`src/rtl/bcd_pkg.sv`:
```
`default_nettype none
// +-----------------------------------------------------------------+
// | bcd_pkg : shared BCD widths, digit type and sequencer states     |
// | rev 1.0                                                          |
// +-----------------------------------------------------------------+
package bcd_pkg;
  localparam int DIGIT_W = 4;
  localparam int BCD_MAX = 9;

  typedef logic [DIGIT_W-1:0] bcd_digit_t;

  typedef enum logic [1:0] {
    IDLE = 2'd0,
    SUB  = 2'd1,
    FIX  = 2'd2,
    DONE = 2'd3
  } state_t;
endpackage
`default_nettype wire

```
`src/rtl/bcd_digit_add.sv`:
```
`default_nettype none
// +-----------------------------------------------------------------+
// | bcd_digit_add : one-digit BCD adder with decimal carry correction|
// | rev 1.0                                                          |
// +-----------------------------------------------------------------+
module bcd_digit_add
  import bcd_pkg::*;
(
  input  bcd_digit_t x,
  input  bcd_digit_t y,
  input  logic       cin,
  output bcd_digit_t sum,
  output logic       cout
);
  logic [DIGIT_W:0] w_raw;
  logic [DIGIT_W:0] w_adj;

  always_comb begin
    w_raw = {1'b0, x} + {1'b0, y} + {{DIGIT_W{1'b0}}, cin};
    w_adj = w_raw - (DIGIT_W+1)'(10);
    if (w_raw > (DIGIT_W+1)'(BCD_MAX)) begin
      sum  = w_adj[DIGIT_W-1:0];
      cout = 1'b1;
    end else begin
      sum  = w_raw[DIGIT_W-1:0];
      cout = 1'b0;
    end
  end
endmodule
`default_nettype wire

```
`src/rtl/comp.sv`:
```
`default_nettype none
// +-----------------------------------------------------------------+
// | comp : 9's complement of one BCD digit (input must be 0..9)      |
// | rev 1.0                                                          |
// +-----------------------------------------------------------------+
module comp
  import bcd_pkg::*;
(
  input  bcd_digit_t din,
  output bcd_digit_t dout
);
  assign dout = DIGIT_W'(BCD_MAX) - din;
endmodule
`default_nettype wire

```
`src/rtl/bcd_sub_seq.sv`:
```
`default_nettype none
// +-----------------------------------------------------------------+
// | bcd_sub_seq : digit-serial |A-B| with sign, via 10's complement  |
// | rev 1.0                                                          |
// +-----------------------------------------------------------------+
module bcd_sub_seq
  import bcd_pkg::*;
#(
  parameter int DIGITS = 4
) (
  input  logic                      clk,
  input  logic                      rst,
  input  logic                      start,
  input  logic [DIGIT_W*DIGITS-1:0] a,
  input  logic [DIGIT_W*DIGITS-1:0] b,
  output logic                      busy,
  output logic                      done,
  output logic [DIGIT_W*DIGITS-1:0] result,
  output logic                      neg,
  output logic                      err
);
  localparam int IW = $clog2(DIGITS);
  localparam logic [IW-1:0] c_LAST_IDX = IW'(DIGITS - 1);

  state_t                  r_state;
  state_t                  w_next;
  bcd_digit_t [DIGITS-1:0] r_a;
  bcd_digit_t [DIGITS-1:0] r_b;
  bcd_digit_t [DIGITS-1:0] r_res;
  logic [IW-1:0]           r_idx;
  logic                    r_carry;
  logic                    w_bad;
  logic                    w_last;
  bcd_digit_t              w_comp_in;
  bcd_digit_t              w_comp_out;
  bcd_digit_t              w_add_x;
  bcd_digit_t              w_sum;
  logic                    w_cout;

  assign result = r_res;
  assign w_last = (r_idx == c_LAST_IDX);

  always_comb begin
    w_bad = 1'b0;
    for (int k = 0; k < DIGITS; k++) begin
      if ((a[k*DIGIT_W +: DIGIT_W] > DIGIT_W'(BCD_MAX)) ||
          (b[k*DIGIT_W +: DIGIT_W] > DIGIT_W'(BCD_MAX)))
        w_bad = 1'b1;
    end
  end

  // Complementer input is forced to 0 outside SUB/FIX so a captured
  // invalid digit can never reach it.
  always_comb begin
    w_comp_in = '0;
    w_add_x   = '0;
    if (r_state == SUB) begin
      w_comp_in = r_b[r_idx];
      w_add_x   = r_a[r_idx];
    end else if (r_state == FIX) begin
      w_comp_in = r_res[r_idx];
    end
  end

  comp u_comp (
    .din  (w_comp_in),
    .dout (w_comp_out)
  );

  bcd_digit_add u_add (
    .x    (w_add_x),
    .y    (w_comp_out),
    .cin  (r_carry),
    .sum  (w_sum),
    .cout (w_cout)
  );

  always_ff @(posedge clk or posedge rst) begin
    if (rst) r_state <= IDLE;
    else     r_state <= w_next;
  end

  always_comb begin
    w_next = r_state;
    case (r_state)
      IDLE: if (start) w_next = w_bad ? DONE : SUB;
      SUB:  if (w_last) w_next = w_cout ? DONE : FIX;
      FIX:  if (w_last) w_next = DONE;
      DONE: w_next = IDLE;
      default: w_next = IDLE;
    endcase
  end

  always_comb begin
    busy = (r_state == SUB) || (r_state == FIX);
    done = (r_state == DONE);
  end

  always_ff @(posedge clk or posedge rst) begin
    if (rst) begin
      r_a     <= '0;
      r_b     <= '0;
      r_res   <= '0;
      r_idx   <= '0;
      r_carry <= 1'b0;
      neg     <= 1'b0;
      err     <= 1'b0;
    end else begin
      case (r_state)
        IDLE: begin
          if (start) begin
            r_a     <= a;
            r_b     <= b;
            r_res   <= '0;
            neg     <= 1'b0;
            err     <= w_bad;
            r_idx   <= '0;
            r_carry <= 1'b1;
          end
        end
        SUB: begin
          r_res[r_idx] <= w_sum;
          if (w_last) begin
            // No final carry means A < B; FIX restarts with carry-in 1.
            r_idx   <= '0;
            r_carry <= 1'b1;
            neg     <= ~w_cout;
          end else begin
            r_idx   <= r_idx + IW'(1);
            r_carry <= w_cout;
          end
        end
        FIX: begin
          r_res[r_idx] <= w_sum;
          r_carry      <= w_cout;
          r_idx        <= w_last ? '0 : r_idx + IW'(1);
        end
        default: ;
      endcase
    end
  end
endmodule
`default_nettype wire

```
`config.mk`:
```
export PLATFORM = sky130hd
export DESIGN_NAME = bcd_sub_seq
export DESIGN_NICKNAME = d
export VERILOG_FILES = /design/src/rtl/bcd_pkg.sv /design/src/rtl/bcd_digit_add.sv /design/src/rtl/comp.sv /design/src/rtl/bcd_sub_seq.sv
export SDC_FILE = /design/constraint.sdc
export NUM_CORES = 1
export LEC_CHECK = 0
export CAP_MARGIN = 20
export CORE_MARGIN = 2
export CORE_UTILIZATION = 44
export CTS_CLUSTER_SIZE = 30
export DETAILED_ROUTE_END_ITERATION = 16
export PLACE_DENSITY = 0.69
export SYNTH_ARGS = -nofsm -noshare
export SYNTH_HDL_FRONTEND = slang
export SYNTH_SLANG_ARGS = --single-unit
```
`constraint.sdc`:
```
create_clock -name clk -period 10.3 [get_ports clk]
set_input_delay 2.06 -clock clk [delete_from_list [all_inputs] [get_ports clk]]
set_output_delay 2.06 -clock clk [all_outputs]
set_load 0.05 [all_outputs]
```
==> reports/metrics.csv <==
metric,value,unit
vias in the first global route,2017,
maxcap violations,0,
RR Startpoint,r_idx[0],
Worst Skew,7.59,ps
Setup Total Neg Slack,0,ps
GRT Overall Usage,18.4,%
post-synthesis sequential area ratio,47.6,%
layout cells sized above 1,20.5,%
CTS tree,built,
Critical Path RT,10530,ps
initial core utilization,45.5,%
initial antenna violation count,0,
Post-DRT Antenna Nets,0,
"Cell Chain, Critical Path",mux4_2 -> a22o_1 -> inv_1 -> ha_1 -> ha_1 -> xnor2_1 -> ha_1 -> a22o_2 -> o31ai_4 -> mux2_2 -> o21ai_0,
Root Buffer,clkbuf_8,
Hold Path Class,flip-flop to flip-flop,
Worst Tran Pin Value,771,ps
crit end category,flip-flop,
hold endpoint,err,
gp weighted congestion,0.906,
period utilization,40.0,%
Critical Path Most Common Cell,ha_1,
1st-iter DRT viols,127,
Synth area leader,dfrtp_1,
clock transition at the registers of the reported paths,100,ps
die width,85.1,um
Longest Clk Path Bufs,2,
Synth top area share,47.6,%
routed via count,2087,
Top delay family on crit path,compound AO/OA/AOI/OAI gates,
# IOs,55,
post-DP HPWL,4.85,mm
dominant synthesized flop cell,dfrtp_1,
Vias per Instance,5.64,
ANT cells,0,
Layout area overhead,26.1,%
Resize count post-CTS,0,
Die Area,0.00723,mm^2
Core Region,0.00635,mm^2
"Avg Cell Area, Syn",12.2,um^2
crit path max-delay cell type,dfrtp_1,
wire per inst,17.2,um
CP startpoint kind,flip-flop,
Crit path arrival time,4340,ps
H-tree depth,2,
synth top area cells,"dfrtp_1, mux2_2, mux4_2, ha_1, o21ai_0",
delay of the slowest critical-path stage,860,ps
status,finished clean,
Post-synth ARST share,100,%
r2r setup slk,6180,ps
Port Buffers,54,
Finish-stage setup viols,0,
final WL,6.36,mm
top-count cell post-synth,dfrtp_1,
syn_nets,286,
post-layout min period,4120,ps
clock sink count,55,
"critical path fanouts, max",15,
# rows,29,
post-synthesis instance area,0.00289,mm^2
worst path buffer plus inverter count,1,
Layout Nets,342,
Worst Reg2Reg Path Length in Cells,11,
synthesized flop and latch total,55,
router iterations before antenna repair,4,
largest net degree at the start of global routing,56,
Setup CP Type,flip-flop to flip-flop,
Clock Latency Late Sink,310,ps
synth unique cells,36,
Slew Limit Fails,0,
Slew HR,48.6,%
"Hold Vio Cnt, Final",0,
Post-CTS Setup Repair Bufs,0,
total grt overflow,0,
commonest cells in the netlist,"dfrtp_1, mux2_2, o21ai_0",
RSZ-0062 raised after global routing,no,
FMAX,243,MHz
global-route wire length before repair,10.4,mm
worst min-delay path startpoint,err,
Mapped Cells,236,
Synth Warn #,0,
Num CTS Buffers,5,
Hold Crit Depth,2,
number of synthesized flops with an enable pin,0,
Hold Buf Count CTS,0,
Die Ht,85.1,um
Crit Reg-Reg Endpoint,result[2],
DRC violations left,0,
tightest hold or removal path, cell delays in order, from the launching register on:
cell     delay [ps]
dfrtp_1         360
nand2_1          50
o21ai_0          60
final cells by class:
class | instances | area [um^2]
multi-input cells | 160 | 1430
clock buffers | 6 | 72.6
flip-flops and latches | 55 | 1380
clock inverters | 2 | 60.1
fillers | 536 | 2700
inverters | 14 | 52.6
well taps | 77 | 96.3
repair buffers | 56 | 556
cells in the final DEF (no fill, tap or decap), drive strengths merged, types with 2 or more instances in the layout:
master,netlist,layout
bufinv,0,2
fa,2,2
and2,3,3
o21ai,30,30
inv,14,14
dfrtp,55,55
o31ai,3,3
buf,2,2
a211oi,2,2
mux2,33,33
xnor2,3,3
a22o,7,7
nand4,2,2
a21oi,2,2
ha,13,13
clkbuf,5,6
mux4,12,12
a21o,3,3
a22oi,2,2
nand2,23,23
clkdlybuf4s50,0,54
nor2,7,7
cells by family after synthesis:
kind of cell               share of synthesized area (%)
and+or+nand+nor                                     6.32
adders and majority gates                           7.01
muxes                                               22.2
buffers and inverters                               2.81
AOI/OAI and AO/OA                                   13.1
xor gates and xnor gates                           0.909
DFF                                                 47.6
metal layers:
layer | share of wire [%] | up-vias | GRT usage [%]
met5 | 0 | - | 0
met4 | 1.1 | 0 | 4.76
met3 | 5.0 | 7 | 3.31
met2 | 49 | 69 | 29.6
met1 | 45 | 1037 | 25.9
li1 | - | 974 | -
how the worst max path moves through the flow:
| stage | from | endpoint | slack [ps] | depth (start not counted) |
|---|---|---|---|---|
| after floorplan | r_idx[0] | result[10] | 6690 | 11 |
| final | r_idx[0] | result[2] | 6180 | 11 |
| after CTS | r_idx[0] | result[2] | 6130 | 11 |
| after global routing | r_idx[0] | result[2] | 5890 | 11 |
| after global placement | start | result[8] | 6220 | 6 |
| after detailed placement | r_idx[0] | result[2] | 6160 | 11 |
registers in the layout, indices dropped and copies added (netlist names):
register	flops
r_carry	1
result	16
r_b	16
neg	1
err	1
r_idx	2
r_state	2
r_a	16
stage by stage:
stage	cells	area [um^2]	util [%]	hold slack (ps)	setup slack (ps)
finish	370	3650	57.4	501	6180
floorplan	236	2890	-	474	6690
global route	370	3650	57.4	530	5890
detailed placement	362	3510	55.3	488	6160
global placement	362	3510	55.3	483	6220
CTS	370	3650	57.4	511	6130
Power is not shown: default switching activity piles up to over one toggle a cycle in this logic, so the estimate is an artifact.
